**config.mk**
```make
export PLATFORM = sky130hd
export DESIGN_NAME = io_2to1
export DESIGN_NICKNAME = d
export VERILOG_FILES = /design/src/rtl/io_2to1.sv
export SDC_FILE = /design/constraint.sdc
export NUM_CORES = 1
export LEC_CHECK = 0
export CAP_MARGIN = 20
export CELL_PAD_IN_SITES_DETAIL_PLACEMENT = 0
export CELL_PAD_IN_SITES_GLOBAL_PLACEMENT = 2
export CORE_ASPECT_RATIO = 1.75
export CORE_MARGIN = 4
export CORE_UTILIZATION = 32
export CTS_BUF_LIST = sky130_fd_sc_hd__clkbuf_8
export CTS_CLUSTER_SIZE = 20
export DETAILED_ROUTE_END_ITERATION = 6
export GPL_ROUTABILITY_DRIVEN = 0
export GPL_TIMING_DRIVEN = 0
export HOLD_SLACK_MARGIN = 0.03
export PLACE_DENSITY = 0.77
export SYNTH_ARGS = -nofsm -noshare
export SYNTH_HDL_FRONTEND = slang
export SYNTH_SLANG_ARGS = --single-unit
```
**constraint.sdc**
```tcl
create_clock -name clk -period 1.8 [get_ports clk]
set_clock_uncertainty 0.2 [all_clocks]
set_input_delay 0.45 -clock clk [delete_from_list [all_inputs] [get_ports clk]]
set_output_delay 0.45 -clock clk [all_outputs]
set_load 0.01 [all_outputs]
```
**src/rtl/io_2to1.sv**
```systemverilog
// io_2to1: two independent sequenced sources feeding a merge node and a checking sink
// that flags header, redundancy, ordering and handshake errors on sticky debug LEDs.
`ifndef NS_ADDRESS_SIZE
`define NS_ADDRESS_SIZE 4
`endif
`ifndef NS_DATA_SIZE
`define NS_DATA_SIZE 8
`endif
`ifndef NS_REDUN_SIZE
`define NS_REDUN_SIZE 4
`endif

module calc_redun #(
  parameter int ASZ = 4,
  parameter int DSZ = 8,
  parameter int RSZ = 4
) (
  input  logic [ASZ-1:0] src,
  input  logic [ASZ-1:0] dst,
  input  logic [DSZ-1:0] dat,
  output logic [RSZ-1:0] red
);
  localparam int W  = 2 * ASZ + DSZ;
  localparam int N  = (W + RSZ - 1) / RSZ;
  localparam int VW = N * RSZ;
  logic [VW-1:0] v;
  assign v = VW'({src, dst, dat});
  // XOR-fold the whole header+payload into RSZ-bit chunks
  always_comb begin
    red = '0;
    for (int i = 0; i < N; i++) red ^= v[i*RSZ +: RSZ];
  end
endmodule

module io_src #(
  parameter int ASZ = 4,
  parameter int DSZ = 8,
  parameter int RSZ = 4,
  parameter logic [ASZ-1:0] SRC = '0,
  parameter logic [ASZ-1:0] DST = '0,
  parameter int GAP = 0
) (
  input  logic           clk,
  input  logic           reset_n,
  output logic [ASZ-1:0] src,
  output logic [ASZ-1:0] dst,
  output logic [DSZ-1:0] dat,
  output logic [RSZ-1:0] red,
  output logic           req,
  input  logic           ack
);
  typedef enum logic [2:0] {S_IDLE, S_BUILD_DAT, S_BUILD_RED, S_REQ, S_REL, S_GAP} state_t;
  state_t state, state_nx;
  logic [3:0] cnt;
  logic [7:0] gcnt;
  logic [RSZ-1:0] red_nx;
  assign src = SRC;
  assign dst = DST;
  assign req = state == S_REQ;
  calc_redun #(.ASZ(ASZ), .DSZ(DSZ), .RSZ(RSZ)) u_red (.src(SRC), .dst(DST), .dat(dat), .red(red_nx));
  always_comb begin
    state_nx = state;
    case (state)
      S_IDLE:      state_nx = ack ? S_IDLE : S_BUILD_DAT;
      S_BUILD_DAT: state_nx = S_BUILD_RED;
      S_BUILD_RED: state_nx = S_REQ;
      S_REQ:       state_nx = ack ? S_REL : S_REQ;
      S_REL:       state_nx = ack ? S_REL : (GAP == 0 ? S_IDLE : S_GAP);
      S_GAP:       state_nx = gcnt == 8'(GAP - 1) ? S_IDLE : S_GAP;
      default:     state_nx = S_IDLE;
    endcase
  end
  always_ff @(posedge clk or negedge reset_n) begin
    if (!reset_n) begin
      state <= S_IDLE;
      cnt   <= '0;
      gcnt  <= '0;
      dat   <= '0;
      red   <= '0;
    end else begin
      state <= state_nx;
      gcnt  <= state == S_GAP ? gcnt + 8'd1 : '0;
      if (state == S_BUILD_DAT) begin
        dat <= DSZ'(cnt);
        cnt <= cnt + 4'd1;
      end
      if (state == S_BUILD_RED) red <= red_nx;
    end
  end
endmodule

module io_2to1 #(
  parameter int DST_ADDR  = 1,
  parameter int SRC0_ADDR = 9,
  parameter int SRC1_ADDR = 10,
  parameter int GAP0      = 0,
  parameter int GAP1      = 3,
  parameter int ASZ       = `NS_ADDRESS_SIZE,
  parameter int DSZ       = `NS_DATA_SIZE,
  parameter int RSZ       = `NS_REDUN_SIZE
) (
  input  logic           clk,
  input  logic           reset_n,
  output logic [ASZ-1:0] o0_src,
  output logic [ASZ-1:0] o0_dst,
  output logic [DSZ-1:0] o0_dat,
  output logic [RSZ-1:0] o0_red,
  output logic           o0_req,
  input  logic           o0_ack,
  output logic [ASZ-1:0] o1_src,
  output logic [ASZ-1:0] o1_dst,
  output logic [DSZ-1:0] o1_dat,
  output logic [RSZ-1:0] o1_red,
  output logic           o1_req,
  input  logic           o1_ack,
  input  logic [ASZ-1:0] i0_src,
  input  logic [ASZ-1:0] i0_dst,
  input  logic [DSZ-1:0] i0_dat,
  input  logic [RSZ-1:0] i0_red,
  input  logic           i0_req,
  output logic           i0_ack,
  output logic [3:0]     dbg_leds,
  output logic [3:0]     dbg_disp0,
  output logic [3:0]     dbg_disp1
);
  localparam logic [ASZ-1:0] DA  = ASZ'(DST_ADDR);
  localparam logic [ASZ-1:0] SA0 = ASZ'(SRC0_ADDR);
  localparam logic [ASZ-1:0] SA1 = ASZ'(SRC1_ADDR);
  io_src #(.ASZ(ASZ), .DSZ(DSZ), .RSZ(RSZ), .SRC(SA0), .DST(DA), .GAP(GAP0)) u_src0 (
    .clk(clk), .reset_n(reset_n), .src(o0_src), .dst(o0_dst), .dat(o0_dat), .red(o0_red),
    .req(o0_req), .ack(o0_ack));
  io_src #(.ASZ(ASZ), .DSZ(DSZ), .RSZ(RSZ), .SRC(SA1), .DST(DA), .GAP(GAP1)) u_src1 (
    .clk(clk), .reset_n(reset_n), .src(o1_src), .dst(o1_dst), .dat(o1_dat), .red(o1_red),
    .req(o1_req), .ack(o1_ack));
  typedef enum logic [2:0] {S_WAIT, S_CAP, S_CALC, S_CHECK, S_ACK} sink_t;
  sink_t st, st_nx;
  logic [ASZ-1:0] l_src, l_dst;
  logic [DSZ-1:0] l_dat;
  logic [RSZ-1:0] l_red, c_red, red_nx;
  logic [3:0] last0, last1, nib;
  logic v0, v1, is0, is1, hdr_err, busy;
  calc_redun #(.ASZ(ASZ), .DSZ(DSZ), .RSZ(RSZ)) u_chk (.src(l_src), .dst(l_dst), .dat(l_dat), .red(red_nx));
  assign i0_ack  = st == S_ACK;
  assign nib     = l_dat[3:0];
  assign is0     = l_src == SA0;
  assign is1     = l_src == SA1;
  assign busy    = st == S_CAP || st == S_CALC || st == S_CHECK;
  assign hdr_err = l_dst != DA || !(is0 || is1) || l_red != c_red || (l_dat >> 4) != '0;
  always_comb begin
    st_nx = st;
    case (st)
      S_WAIT:  st_nx = i0_req && !i0_ack ? S_CAP : S_WAIT;
      S_CAP:   st_nx = i0_req ? S_CALC : S_WAIT;
      S_CALC:  st_nx = i0_req ? S_CHECK : S_WAIT;
      S_CHECK: st_nx = i0_req ? S_ACK : S_WAIT;
      S_ACK:   st_nx = i0_req ? S_ACK : S_WAIT;
      default: st_nx = S_WAIT;
    endcase
  end
  always_ff @(posedge clk or negedge reset_n) begin
    if (!reset_n) begin
      st        <= S_WAIT;
      l_src     <= '0;
      l_dst     <= '0;
      l_dat     <= '0;
      l_red     <= '0;
      c_red     <= '0;
      last0     <= '0;
      last1     <= '0;
      v0        <= 1'b0;
      v1        <= 1'b0;
      dbg_leds  <= '0;
      dbg_disp0 <= '0;
      dbg_disp1 <= '0;
    end else begin
      st <= st_nx;
      if (st == S_CAP) begin
        l_src <= i0_src;
        l_dst <= i0_dst;
        l_dat <= i0_dat;
        l_red <= i0_red;
      end
      if (st == S_CALC) c_red <= red_nx;
      // request withdrawn before we acknowledged: abandon the message entirely
      if (busy && !i0_req) dbg_leds[3] <= 1'b1;
      if (st == S_CHECK && i0_req) begin
        if (hdr_err) dbg_leds[0] <= 1'b1;
        if (is0) begin
          if (v0 && nib != last0 + 4'd1) dbg_leds[1] <= 1'b1;
          last0     <= nib;
          v0        <= 1'b1;
          dbg_disp0 <= nib;
        end
        if (is1) begin
          if (v1 && nib != last1 + 4'd1) dbg_leds[2] <= 1'b1;
          last1     <= nib;
          v1        <= 1'b1;
          dbg_disp1 <= nib;
        end
      end
    end
  end
endmodule

```
* Word-level counts from Yosys, hierarchy flattened
Cells that the tools add are included.
Storage, ports and cells: flip-flop bits (word level) 87, output and inout port bits 55, word-level logic and storage cells 100
Cells by class: add/sub/neg operators 6, equality and inequality tests 22, muxes and demuxes 17, bitwise operators 7, reductions and logical operators 24
Operators with widths (number):
- $pmux W3 S6 | 2
- $eq A3 B2 Y1 const B | 6
- $mux W3 | 6
- $add A4 B1 Y4 const B | 4
- $add A8 B1 Y8 const B | 2
- $mux W8 | 2
- $eq A3 B3 Y1 const B | 5
- $ne A4 B4 Y1 | 3
- $pmux W3 S4 | 1
- $xor A4 B4 Y4 | 3
- $eq A3 B1 Y1 const B | 3
- $logic_not A3 Y1 | 3
- $eq A4 B4 Y1 const B | 2
- $eq A8 B2 Y1 const B | 1
- $eq A8 B8 Y1 const B | 1
- $reduce_bool A8 Y1 | 1
- $logic_or A1 B1 Y1 | 6
- $reduce_and A2 Y1 | 3
- $reduce_and A3 Y1 | 2
- $logic_and A1 B1 Y1 | 5
- $mux W1 | 4
- $mux W2 | 2
- $ne A4 B1 Y1 const B | 1
- $not A2 Y2 | 2
- 3 further kinds | 6

* Logic depth before layout (Yosys ltp)
word-level depth 7, gate-level depth with buffers 6, depth with buffers taken out 5

* Cells and area by module
Synthesis repeated with hierarchy kept, for this count alone.
Unflattened totals: cells, all modules 364, area total of the unflattened synthesis 4380.5 µm²
Modules (own cells, without submodules):
- io_2to1 | times used 1, cells an instance 131, area each 1811.7 µm², sequential area each 1026.0 µm²
- io_src (u_src1) | times used 1, cells an instance 100, area each 1152.4 µm², sequential area each 575.6 µm²
- io_src (u_src0) | times used 1, cells an instance 97, area each 1101.1 µm², sequential area each 575.6 µm²
- calc_redun | times used 3, cells an instance 12, area each 105.1 µm², sequential area each 0.0 µm²

* Least setup slack after synthesis
OpenSTA, ideal clock, no wires.
path kind register -> register, from reg l_src[2], to reg last0[0], library setup time 0.125 ns, arrival 1.374 ns, required time 1.475 ns, slack 0.101 ns, cell stages (with the launch flop) 4, path buffers 0, cells stage by stage dfrtp_1 or2b_1 nor4b_4 mux2_2
On the way: longest elaborated chain between the ends 2
RTL lines:
- start: declaration | line 137 | logic [ASZ-1:0] l_src, l_dst;
- start signal: assignment | line 178 | l_src <= i0_src;
- $eq A4 B4 Y1 | line 145 | assign is0 = l_src == SA0;
- $reduce_and A2 Y1 (no source line)
- end signal: assignment | line 190 | last0 <= nib;
- end: declaration | line 140 | logic [3:0] last0, last1, nib;
Every way passes these cells. A chain may end at the register's enable or synchronous reset.

* Final worst setup path
from reg st[1], to out i0_ack
On the way: longest elaborated chain between the ends 1
RTL lines:
- start: declaration | line 136 | sink_t st, st_nx;
- start signal: assignment | line 176 | st <= st_nx;
- $eq A3 B3 Y1 | line 143 | assign i0_ack = st == S_ACK;
- end: declaration | line 121 | output logic i0_ack,
Every way passes these cells.

==> impl_metrics.env <==
export IMPL_status="complete, but fails checks"
export IMPL_violations="setup timing"
export IMPL_instances_no_fill=628
export IMPL_first_pass_iters=4
export IMPL_tightest_slew_ps=621
export IMPL_drive_gt1_share_pct=32.0
export IMPL_diodes=0
export IMPL_htree_levels=3
export IMPL_hold_class="reg -> reg"
export IMPL_synth_seq_cells=87
export IMPL_cts_root_buf="clkbuf_8"
export IMPL_final_common_cell="dfrtp_1"
export IMPL_grtUsageMet2_pct=20.7
export IMPL_period_share_pct=104
export IMPL_required_ps=1150
export IMPL_setup_ws_ps=-64.8
export IMPL_netlist_area_um2=4170
export IMPL_gr_usage_met3_pct=3.40
export IMPL_synth_edff_count=0
export IMPL_p_per_area_nw_per_um2=1090
export IMPL_critPathCaptureType="output pin"
export IMPL_drc=0
export IMPL_io_buffers=55
export IMPL_start_util_pct=33.0
export IMPL_dp_cells=592
export IMPL_overflow=0
export IMPL_yosys_warnings=0
export IMPL_dp_hpwl_um=6150
export IMPL_clockBufferDepth=2
export IMPL_grt_max_degree=49
export IMPL_antenna_left=0
export IMPL_setup_viol=2
export IMPL_grt_use_total_pct=11.6
export IMPL_io_pins=80
export IMPL_drv_cap=0
export IMPL_gr_usage_met1_pct=12.8
export IMPL_fin_crit_ps=1860
export IMPL_die_w_um=94.3
export IMPL_ys_types=42
export IMPL_worst_setup_path_type="reg -> out"
export IMPL_viasPerCell=4.32
export IMPL_synth_area_per_cell_um2=12.0
export IMPL_cts_tree="yes"
export IMPL_vdd_drop_max_mv=0.334
export IMPL_seqCellArea_um2=2190
export IMPL_antenna_found_initial=0
export IMPL_synth_main_ff_cell="dfrtp_1"
export IMPL_drt_iter0_drc=43
export IMPL_clk_latency_ps=360
export IMPL_vias=2710
export IMPL_hold_slack_ps=261
export IMPL_clkSlewWorstSetupHoldPaths_ps=100
export IMPL_start_kind="flop"
export IMPL_arrival_ps=1210
export IMPL_layout_common_cells="dfrtp_1 (79), buf_4 (56), mux2_2 (41)"
export IMPL_dieArea_um2=15000
export IMPL_fp_row_count=54
export IMPL_totalWireLength_um=8330
export IMPL_first_global_vias=2792
export IMPL_maxSlewHeadroom_pct=58.6
export IMPL_area_growth_pct=29.2
export IMPL_grt_first_pass_wirelength_um=13600
export IMPL_wire_per_inst_um=13.3
export IMPL_leakagePower_nw=2.57
export IMPL_fmax_mhz=536
export IMPL_busiest_layer="met2"
export IMPL_synthCells=346
export IMPL_multi_input_area_um2=1770
export IMPL_ys_seq_area_share_pct=52.2
export IMPL_die_h_um=159
export IMPL_synthArstFlopShare_pct=100
export IMPL_clkSinkCount=87
export IMPL_hold_violations=0
export IMPL_fill_cells=1244
export IMPL_rsz0062_at_grt="yes"
export IMPL_crit_fanout=5
export IMPL_slew_viol_final=0
export IMPL_nNetsFinal=488
export IMPL_cts_buffers=9
export IMPL_coreArea_um2=12600
## cell families (layout without fill, tap and decap cells)
family                     count (synthesis)  in the layout  synth area share [%]
adders and majority gates                  7              7                  2.10
xor gates and xnor gates                  47             47                  9.87
and+or+nand+nor                           91             91                  13.0
AOI/OAI and AO/OA                         24             24                  3.15
muxes                                     42             42                  11.3
buffers and inverters                     46            138                  8.13
other                                      2             24                 0.180
DFF                                       87             87                  52.2
## metal layers
metal | up-vias | share of wire [%]
li1 | 1335 | -
met1 | 1306 | 40
met2 | 61 | 54
met3 | 8 | 4.5
met4 | 0 | 1.4
met5 | - | 0
## report_power, final
| part | switching (W) | internal (W) | leakage (nW) | total [W] |
|---|---|---|---|---|
| registers | 0.000308 | 0.00237 | 1.08 | 0.00268 |
| clock network | 0.000751 | 0.000516 | 0.0871 | 0.00127 |
| logic | 0.000827 | 0.00109 | 1.40 | 0.00191 |
| total | 0.00188 | 0.00397 | 2.57 | 0.00586 |
## state kept, by name (all words and copies together), names as in the netlist
signal        cells
l_dat             8
u_src0.gcnt       8
u_src1.gcnt       8
c_red             4
dbg_leds          4
l_dst             4
l_red             4
l_src             4
last0             4
last1             4
u_src0.cnt        4
u_src0.dat        4
u_src0.red        4
u_src1.cnt        4
u_src1.dat        4
u_src1.red        4
st                3
u_src0.state      3
u_src1.state      3
v0                1
v1                1
## cells in the mapped netlist (all sizes together) (2+ instances only)
master  number  area share (%)
nand2b       3            0.45
mux2        41              11
nand4        3            0.45
xnor2       33             6.9
inv          5            0.45
nor3         3            0.36
nand3       10             1.2
nand3b       2            0.36
xor2        14             2.9
ha           7             2.1
and3b        2            0.42
dfrtp       87              52
nor4         6             1.3
or2          3            0.45
clkbuf       4            0.42
nor2        26             2.3
buf         35             6.2
a21oi       12             1.4
nand2       13             1.2
nor3b        6             1.4
conb         2            0.18
o21ai        8            0.96
and3         6            0.90
nor4b        2            0.78
or3          2            0.30
## layout make-up
cell class / count / share of cell area [%]
repair buffers: 83 / 13.4
flip-flops and latches: 87 / 40.6
plain buffers: 35 / 5.60
clock buffers: 9 / 2.30
well taps: 168 / 3.90
multi-input cells: 235 / 32.9
clock inverters: 6 / 0.953
inverters: 5 / 0.349
## final timing paths
check / cells past startpoint / start / end / slack, ps
hold reg to reg: 1 / u_src0.gcnt[0]$_DFF_PN0_ / u_src0.gcnt[0]$_DFF_PN0_ / 260
hold / removal: 1 / u_src0.gcnt[0]$_DFF_PN0_ / u_src0.gcnt[0]$_DFF_PN0_ / 260
min in group asynchronous: 2 / reset_n / st[1]$_DFF_PN0_ / 430
setup reg to reg: 3 / st[1]$_DFF_PN0_ / l_dat[4]$_DFFE_PN0N_ / 30
setup / recovery: 3 / st[1]$_DFF_PN0_ / i0_ack / -60
max in group asynchronous: 3 / reset_n / u_src1.state[0]$_DFF_PN0_ / 290
## metrics by stage
step                      power [W]  worst slack (ps)  cell area (um2)  TNS, ps  utilization, %
final                       0.00586             -64.8             5390    -66.8            42.6
after global routing        0.00626              -126             5390    -1350            42.6
after CTS                   0.00593              -185             5290     -442            41.9
after detailed placement    0.00465              -620             5030    -7640            39.8
after global placement      0.00460             -3140             5010  -279860            39.7
after floorplan             0.00396               101             4250        0               -
## worst max-delay path: stages, from the launching register on
cell and delay, ps:
dfrtp_2 470, nor2_4 130, and2_4 150, buf_6 90
## repair_timing
item / 4_1_cts / 5_1_grt
setup endpoints to repair: 62 / 44
hold buffers: 1 / 0
endpoints found under the hold margin: 47 / 0
buffers inserted: 16 / 10
pin swaps: 2 / 1
gates resized for setup: 58 / 15
No activity file was read; power rests on OpenSTA's default activity.
